[config.mk]
export PLATFORM = sky130hd
export DESIGN_NAME = instr_fetch_stage
export DESIGN_NICKNAME = d
export VERILOG_FILES = /design/src/rtl/instr_fetch_stage.sv
export SDC_FILE = /design/constraint.sdc
export NUM_CORES = 1
export LEC_CHECK = 0
export CAP_MARGIN = 20
export CORE_ASPECT_RATIO = 0.7
export CORE_MARGIN = 4
export CORE_UTILIZATION = 40
export CTS_CLUSTER_DIAMETER = 50
export DETAILED_ROUTE_END_ITERATION = 8
export DONT_BUFFER_PORTS = 1
export SYNTH_ARGS = -nofsm -noshare
export SYNTH_HDL_FRONTEND = slang
export SYNTH_SLANG_ARGS = --single-unit
export TNS_END_PERCENT = 100
[constraint.sdc]
create_clock -name clk -period 4.9 [get_ports clk]
set_input_delay 0.735 -clock clk [delete_from_list [all_inputs] [get_ports clk]]
set_output_delay 0.735 -clock clk [all_outputs]
set_load 0.005 [all_outputs]
[src/rtl/instr_fetch_stage.sv]
// -----------------------------------------------------------------------------
// instr_fetch_stage
//
// Fetch stage sitting between the PC register and decode. It presents the
// current PC to instruction memory, keeps at most one request in flight, and
// latches the returned word into the IF/ID register. It also computes the PC
// register's next value. The PC register has no enable, so holding the PC is
// done by feeding pc_in straight back out on next_pc.
//
// Ports
//   clk             in   1   clock, rising edge
//   clk_reset       in   1   asynchronous, active-low reset
//   pc_in           in  32   current PC from the PC register
//   next_pc         out 32   next PC register value (combinational)
//   imem_req        out  1   request valid to instruction memory
//   imem_addr       out 32   request address (always pc_in)
//   imem_ready      in   1   memory accepts the request this cycle
//   imem_rvalid     in   1   read data valid, one pulse per accepted request
//   imem_rdata      in  32   instruction word
//   redirect_valid  in   1   taken branch/jump: flush IF/ID, restart fetch
//   redirect_pc     in  32   redirect target
//   id_stall        in   1   decode cannot accept a new IF/ID entry
//   if_id_valid     out  1   IF/ID entry valid
//   if_id_instr     out 32   fetched instruction
//   if_id_pc        out 32   address of if_id_instr
//   if_id_pc_plus4  out 32   if_id_pc + 4
//   fetch_fault     out  1   misaligned pc_in while waiting to issue
//   bus_timeout     out  1   sticky: a response took WAIT_TIMEOUT cycles
// -----------------------------------------------------------------------------
module instr_fetch_stage #(
    parameter logic [31:0] NOP_INSTR    = 32'h0000_0000,
    parameter int unsigned WAIT_TIMEOUT = 255
) (
    input  logic        clk,
    input  logic        clk_reset,
    input  logic [31:0] pc_in,
    output logic [31:0] next_pc,
    output logic        imem_req,
    output logic [31:0] imem_addr,
    input  logic        imem_ready,
    input  logic        imem_rvalid,
    input  logic [31:0] imem_rdata,
    input  logic        redirect_valid,
    input  logic [31:0] redirect_pc,
    input  logic        id_stall,
    output logic        if_id_valid,
    output logic [31:0] if_id_instr,
    output logic [31:0] if_id_pc,
    output logic [31:0] if_id_pc_plus4,
    output logic        fetch_fault,
    output logic        bus_timeout
);

    typedef enum logic [1:0] {
        ST_REQ,
        ST_WAIT,
        ST_HOLD,
        ST_DRAIN
    } state_t;

    // Counter value seen during the last permitted waiting cycle; the timeout
    // fires on the WAIT_TIMEOUT-th consecutive cycle without a response.
    localparam logic [7:0] TO_LAST = 8'(WAIT_TIMEOUT - 1);

    state_t      state_q, state_d;
    logic [7:0]  cnt_q, cnt_d;
    logic        bus_timeout_q;
    logic        timeout_set;

    logic        if_id_valid_q;
    logic [31:0] if_id_instr_q;
    logic [31:0] if_id_pc_q;
    logic [31:0] if_id_pc_plus4_q;

    // Skid register: holds a response that arrived while decode was stalled.
    logic [31:0] skid_instr_q;
    logic [31:0] skid_pc_q;

    logic        cap_ok;
    logic        capture;
    logic        skid_load;
    logic [31:0] cap_instr;
    logic [31:0] cap_pc;

    assign cap_ok = !if_id_valid_q || !id_stall;

    // -------------------------------------------------------------------------
    // Next-state / output logic
    // -------------------------------------------------------------------------
    always_comb begin
        state_d     = state_q;
        cnt_d       = '0;
        timeout_set = 1'b0;
        capture     = 1'b0;
        skid_load   = 1'b0;
        cap_instr   = imem_rdata;
        cap_pc      = pc_in;
        fetch_fault = 1'b0;
        imem_req    = 1'b0;

        case (state_q)
            ST_REQ: begin
                fetch_fault = (pc_in[1:0] != 2'b00);
                imem_req    = !fetch_fault;
                if (imem_req && imem_ready) begin
                    // A redirect in the issue cycle makes this response stale.
                    state_d = redirect_valid ? ST_DRAIN : ST_WAIT;
                end
            end

            ST_WAIT: begin
                if (imem_rvalid) begin
                    if (redirect_valid) begin
                        state_d = ST_REQ;
                    end else if (cap_ok) begin
                        capture = 1'b1;
                        state_d = ST_REQ;
                    end else begin
                        skid_load = 1'b1;
                        state_d   = ST_HOLD;
                    end
                end else if (redirect_valid) begin
                    state_d = ST_DRAIN;
                end else if (cnt_q == TO_LAST) begin
                    timeout_set = 1'b1;
                    state_d     = ST_REQ;
                end else begin
                    cnt_d = cnt_q + 8'd1;
                end
            end

            ST_HOLD: begin
                if (redirect_valid) begin
                    state_d = ST_REQ;
                end else if (cap_ok) begin
                    capture   = 1'b1;
                    cap_instr = skid_instr_q;
                    cap_pc    = skid_pc_q;
                    state_d   = ST_REQ;
                end
            end

            ST_DRAIN: begin
                if (imem_rvalid) begin
                    state_d = ST_REQ;
                end else if (cnt_q == TO_LAST) begin
                    timeout_set = 1'b1;
                    state_d     = ST_REQ;
                end else begin
                    cnt_d = cnt_q + 8'd1;
                end
            end

            default: begin
                state_d = ST_REQ;
            end
        endcase
    end

    // capture is never raised together with redirect_valid, so a flush always
    // wins and the PC only advances when a word really lands in IF/ID.
    always_comb begin
        if (redirect_valid) begin
            next_pc = redirect_pc;
        end else if (capture) begin
            next_pc = pc_in + 32'd4;
        end else begin
            next_pc = pc_in;
        end
    end

    assign imem_addr = pc_in;

    // -------------------------------------------------------------------------
    // State registers
    // -------------------------------------------------------------------------
    always_ff @(posedge clk or negedge clk_reset) begin
        if (!clk_reset) begin
            state_q       <= ST_REQ;
            cnt_q         <= '0;
            bus_timeout_q <= 1'b0;
            skid_instr_q  <= NOP_INSTR;
            skid_pc_q     <= '0;
        end else begin
            state_q <= state_d;
            cnt_q   <= cnt_d;
            if (timeout_set) begin
                bus_timeout_q <= 1'b1;
            end
            if (skid_load) begin
                skid_instr_q <= imem_rdata;
                skid_pc_q    <= pc_in;
            end
        end
    end

    // IF/ID register. When decode is free and nothing new arrives, the entry
    // it just consumed is retired by clearing valid (a bubble).
    always_ff @(posedge clk or negedge clk_reset) begin
        if (!clk_reset) begin
            if_id_valid_q    <= 1'b0;
            if_id_instr_q    <= NOP_INSTR;
            if_id_pc_q       <= '0;
            if_id_pc_plus4_q <= 32'd4;
        end else if (redirect_valid) begin
            if_id_valid_q <= 1'b0;
            if_id_instr_q <= NOP_INSTR;
        end else if (capture) begin
            if_id_valid_q    <= 1'b1;
            if_id_instr_q    <= cap_instr;
            if_id_pc_q       <= cap_pc;
            if_id_pc_plus4_q <= cap_pc + 32'd4;
        end else if (cap_ok) begin
            if_id_valid_q <= 1'b0;
        end
    end

    assign if_id_valid    = if_id_valid_q;
    assign if_id_instr    = if_id_instr_q;
    assign if_id_pc       = if_id_pc_q;
    assign if_id_pc_plus4 = if_id_pc_plus4_q;
    assign bus_timeout    = bus_timeout_q;

endmodule

==> results of run 1 <==
==> what timing repair did <==
| action | in CTS | in global routing |
|---|---|---|
| setup buffers | 0 | 0 |
| hold buffers | 2 | 0 |
| hold endpoints to repair | 148 | 0 |
==> layout make-up <==
| type | count | area [sq um] | share of cell area (%) |
|---|---|---|---|
| clock buffer | 18 | 439.2 | 4.384 |
| tap | 312 | 390.4 | 3.897 |
| timing repair buffer | 12 | 122.6 | 1.224 |
| inverter | 12 | 45.04 | 0.4496 |
| sequential | 170 | 4255 | 42.48 |
| clock inverter | 13 | 190.2 | 1.898 |
| multi-input combinational | 687 | 4576 | 45.67 |
==> worst paths after layout <==
path	from	end	slack [ps]	cells after the start
max	state_q[0]	next_pc[26]	1080	9
min	clk_reset	skid_pc_q[21]	130	1
max reg2reg	state_q[0]	if_id_pc_plus4[26]	1080	15
min reg2reg	if_id_pc_plus4[2]	if_id_pc_plus4[2]	490	2
max in group asynchronous	clk_reset	if_id_pc[15]	4020	1
min in group clk	imem_rvalid	bus_timeout	410	1
==> power groups by stage <==
stage	combinational (mW)	clock (mW)	sequential [mW]
final	1.28	1.47	2.49
after global routing	1.43	1.56	2.57
after global placement	1.22	0	2.51
after floorplan	1.06	0	2.31
after detailed placement	1.25	0	2.52
after CTS	1.29	1.50	2.50
==> state kept, by name, summed over array words and instances (netlist names) <==
register,cells
if_id_pc,32
cnt_q,8
if_id_instr,32
if_id_pc_plus4,30
bus_timeout,1
state_q,2
skid_pc_q,32
skid_instr_q,32
if_id_valid,1
==> kinds of logic (layout without fill, tap and decap cells) <==
kind of cell	after synthesis	after routing	synth area share, %
simple gates	321	321	15.68
flops	170	170	45.50
mux	117	117	13.41
fa+ha+maj	9	9	1.204
xor+xnor	61	61	5.713
compound gates	179	179	12.48
buf+inv	107	55	6.008
==> worst reg2reg max path: cells and delay by family, from the launching register on <==
| kind | cells | cell delay (ps) |
|---|---|---|
| simple gates | 6 | 1050 |
| fa+ha+maj | 2 | 410 |
| flops | 1 | 430 |
| compound gates | 3 | 810 |
| buf+inv | 4 | 1020 |
==> cells in the final DEF (no fill, tap or decap), types with 4 or more instances in the layout <==
master,count
inv_1,10
nand4_1,23
nand3_1,28
mux2i_1,51
a31o_2,32
and2_1,8
a31oi_1,8
nor2_1,74
xnor2_1,37
a21oi_1,15
o21ai_0,80
nand2_1,142
o21a_1,4
and3_1,11
xor2_1,24
mux2_2,66
ha_1,9
nor3_1,12
bufinv_16,4
o22ai_1,4
and4_1,6
buf_4,10
dfrtp_1,169
o21ai_1,9
clkbuf_16,17
==> per-layer routing <==
layer  up-vias  share of wire, %  GRT usage, %
li1       3208                 -             -
met3        13                11         7.931
met1      3464                48         32.30
met2       311                41         28.97
met5         -                 0             0
met4         0              0.64         3.947
==> flow_summary.toml, run 1 <==
[outcome]
outcome = "completed"

[hold_path]
hold_class = "input port to asynchronous set/reset pin"

[power]
powerDensity_nw_per_um2 = 522.8
p_total_mw = 5.238
power_frac_comb_pct = 24.4
max-vdd-ir-drop_uv = 226.5
p_switching_mw = 1.804
clkPwrFrac_pct = 28.0
p_int_mw = 3.434
sw_frac_of_total_pct = 34.44
power.leakage_nw = 4.384
pwr-share-seq_pct = 47.6

[global_route]
grt_max_degree = 149
grt_pass1_vias = 6731
overflow = 0
grt_pass1_wl_um = 42170
grtUsageTotal_pct = 21.27
antenna_found_initial = 0

[clocking]
cts_resized = 0
h-tree-depth = 4
cts_root_buf = "clkbuf_16"
numCtsBuffers = 17
clock_latency_ps = 420
cts_max_path_buffers = 2
cts_tree = "built"
cts.clk_slew.worst_paths_ps = 70
cts_sinks = 170

[die]
die_w_um = 190.8
core_sq_um = 22790
die_h_um = 135.9
start_util_pct = 41.03
ios = 266
design.die.area_sq_um = 25930
rows = 46

[synth]
synth_top_area_share_pct = 45.22
ys_top_cells_by_count = "dfrtp_1 (169), nand2_1 (142), o21ai_0 (80)"
synth_most_common_cell = "dfrtp_1"
synth_seq_cells = 170
netlist_area_sq_um = 9351
syn_avg_cell_area_sq_um = 9.701
synth.distinct_cells = 60
synth_nets = 1075
synth_flop_cell = "dfrtp_1"
ys_seq_area_share_pct = 45.50
async_flop_share_pct = 100.0
synth_cells = 964
yosys.area.top_type = "dfrtp_1"
yosys_warnings = 0
synth_edf_count = 0
synthTopCellsByArea = "dfrtp_1 (45%), mux2_2 (7.9%), nand2_1 (5.7%)"

[timing]
skew_ps = 8.998
post-route-period-util_pct = 77.87
fmax_mhz = 262.1
relSlewSlack_pct = 35.23
setup_ws_ps = 1084
finalSetupViolCount = 0
holdWs_ps = 128.5
setup_tns_ps = 0
hold_viol_final = 0
rsz0062_at_grt = "false"
slew_viol_final = 0
fin_crit_ps = 3816
tightest_slew_ps = 971.5

[worst_setup_path]
worst_path_max_delay_cell = "dfrtp_1"
crit_buf_inv = 2
start_kind = "flip-flop"
critPathTopFamily = "simple AND/OR/NAND/NOR gates"
max_stage_delay_ps = 430
cp_cell_sequence = "inv_1 -> ha_1 -> buf_4 -> a21o_1 -> and3_1 -> nand4_1 -> nor2_1 -> xnor2_1 -> o21ai_0"
setup.worst_path.class = "flip-flop to primary output"
critPathMaxFanout = 25
cp.arrival_ps = 3080
critPathCaptureType = "primary output"
crit_required_ps = 4160

[layout]
nNetsFinal = 1011
postLayoutCellArea_sq_um = 10020
area_growth_pct = 7.132
drive_gt1_share_pct = 17.11
final_util_pct = 43.96
fin_cells = 1224
diodes = 0
fillCellCount = 2252

[routing]
antenna_left = 0
drc = 0
drt_iter0_markers = 607
wire_per_inst_um = 22.71
wl_um = 27790
viasPerCell = 5.716
firstDrtPassIters = 5
via_count = 6996

[placed_design]
dp_cells = 1191
pre_cts_ws_ps = 1188
placed_area_sq_um = 9341
io_buffers = 0
dp_hpwl_um = 19510
gp_congestion = 0.8743

[run]
cap_violations = 0
Power figures use the tool's default switching activity.
==> run 2: changes to the inputs <==
==> constraint.sdc (replaced) <==
create_clock -name clk -period 3.35 [get_ports clk]
set_input_delay 0.5025 -clock clk [delete_from_list [all_inputs] [get_ports clk]]
set_output_delay 0.5025 -clock clk [all_outputs]
set_load 0.005 [all_outputs]
==> flow_summary.toml, run 2 (synthesis results as in run 1) <==
[power]
power.leakage_nw = 4.436
max-vdd-ir-drop_uv = 381.0
powerDensity_nw_per_um2 = 733.6

[die]
rows = 46
core_sq_um = 22790
die_w_um = 190.8
design.die.area_sq_um = 25930
die_h_um = 135.9
ios = 266
start_util_pct = 41.03

[clocking]
cts_tree = "built"
cts.clk_slew.worst_paths_ps = 70
cts_sinks = 170
numCtsBuffers = 17
h-tree-depth = 4
clock_latency_ps = 430
cts_root_buf = "clkbuf_16"
cts_max_path_buffers = 2

[placed_design]
placed_area_sq_um = 9472
io_buffers = 0
dp_cells = 1205
dp_hpwl_um = 19490
gp_congestion = 0.8758

[global_route]
grt_pass1_wl_um = 41340
antenna_found_initial = 0
grt_max_degree = 171
overflow = 0
grtUsageTotal_pct = 20.79
grt_pass1_vias = 6788

[layout]
fin_cells = 1242
drive_gt1_share_pct = 19.25
nNetsFinal = 1028
final_cell_mix = "dfrtp_1 (169), nand2_1 (142), o21ai_0 (78)"
postLayoutCellArea_sq_um = 10110
layout_commonest_cell = "dfrtp_1"
diodes = 0
area_growth_pct = 8.094

[timing]
setup_tns_ps = 0
post-route-period-util_pct = 92.79
relSlewSlack_pct = 48.76
fmax_mhz = 321.7
rsz0062_at_grt = "false"
holdWs_ps = -223.0
skew_ps = 9.291
finalSetupViolCount = 0
tightest_slew_ps = 749.3
fin_crit_ps = 3108
hold_viol_final = 169
slew_viol_final = 0

[routing]
drt_iter0_markers = 461
firstDrtPassIters = 5
via_count = 6996
drc = 0
viasPerCell = 5.633
antenna_left = 0
wire_per_inst_um = 21.89
wl_um = 27180

[worst_setup_path]
crit_required_ps = 2850
cp.arrival_ps = 2610
reg2reg_to = "if_id_pc_plus4[26]"
start_kind = "flip-flop"
setup.worst_path.start = "state_q[0]"
critPathCaptureType = "primary output"
critPathMaxFanout = 17
rr_worst_depth = 13
rrSetupSlack_ps = 400
setup.worst_path.class = "flip-flop to primary output"
rr_startpoint = "state_q[0]"

[hold_path]
hold_class = "input port to asynchronous set/reset pin"

[outcome]
violations = "negative hold slack"
outcome = "finished with violations"

[run]
cap_violations = 0
==> run 2: power breakdown <==
group          total (mW)  leakage [nW]  internal [mW]  switching [mW]
Combinational        1.87          1.91          0.905           0.968
Clock                1.91         0.278           1.05           0.865
Sequential           3.63          2.24           2.89           0.739
Total                7.42          4.44           4.84            2.57
==> run 2: per-layer routing <==
layer / vias to the layer above / track usage, % / part of all wire [%]
met5: - / 0 / 0
met4: 0 / 3.429 / 0.55
met3: 15 / 8.753 / 11
met2: 285 / 28.36 / 42
met1: 3462 / 31.07 / 47
li1: 3234 / - / -
==> run 2: cell type report <==
cell class	count	area [sq um]
clock buffers	19	442.9
clock inverters	13	118.9
fillers	2214	12680
inverters	12	45.04
multi-input cells	687	4606
flip-flops and latches	170	4255
well taps	312	390.4
repair buffers	29	250.2
==> run 2: worst max path at each step <==
stage	endpoint	slack (ps)
floorplan	if_id_pc_plus4[26]	260
global placement	next_pc[30]	320
detailed placement	next_pc[30]	220
CTS	next_pc[30]	9
global route	next_pc[30]	60
finish	next_pc[29]	240
==> run 2: critical path, cell delays in order (launching register included) <==
cell and delay [ps]:
dfrtp_1 430, inv_1 130, ha_2 240, buf_8 180, a21o_4 130, and3_4 230
nand4_1 90, buf_4 180, nor2_1 160, xnor2_2 160, o21ai_1 90, buf_4 140
==> run 2: what timing repair did <==
item                                    CTS  global route
buffers inserted                          2             3
endpoints found under the setup margin   11             9
pin swaps                                 2             2
hold endpoints to repair                170           170
gates cloned                              0             0
resized for setup                         4             7
==> run 2: per-stage QoR <==
step	hold slack [ps]	total power, mW	utilization, %	setup WS [ps]
finish	-223.0	7.415	44.35	241.5
global placement	217.9	5.446	41.56	323.1
detailed placement	218.1	5.523	41.56	219.5
global route	-264.2	7.913	44.35	62.74
CTS	-252.0	7.467	44.15	8.518
floorplan	206.9	4.938	-	263.3
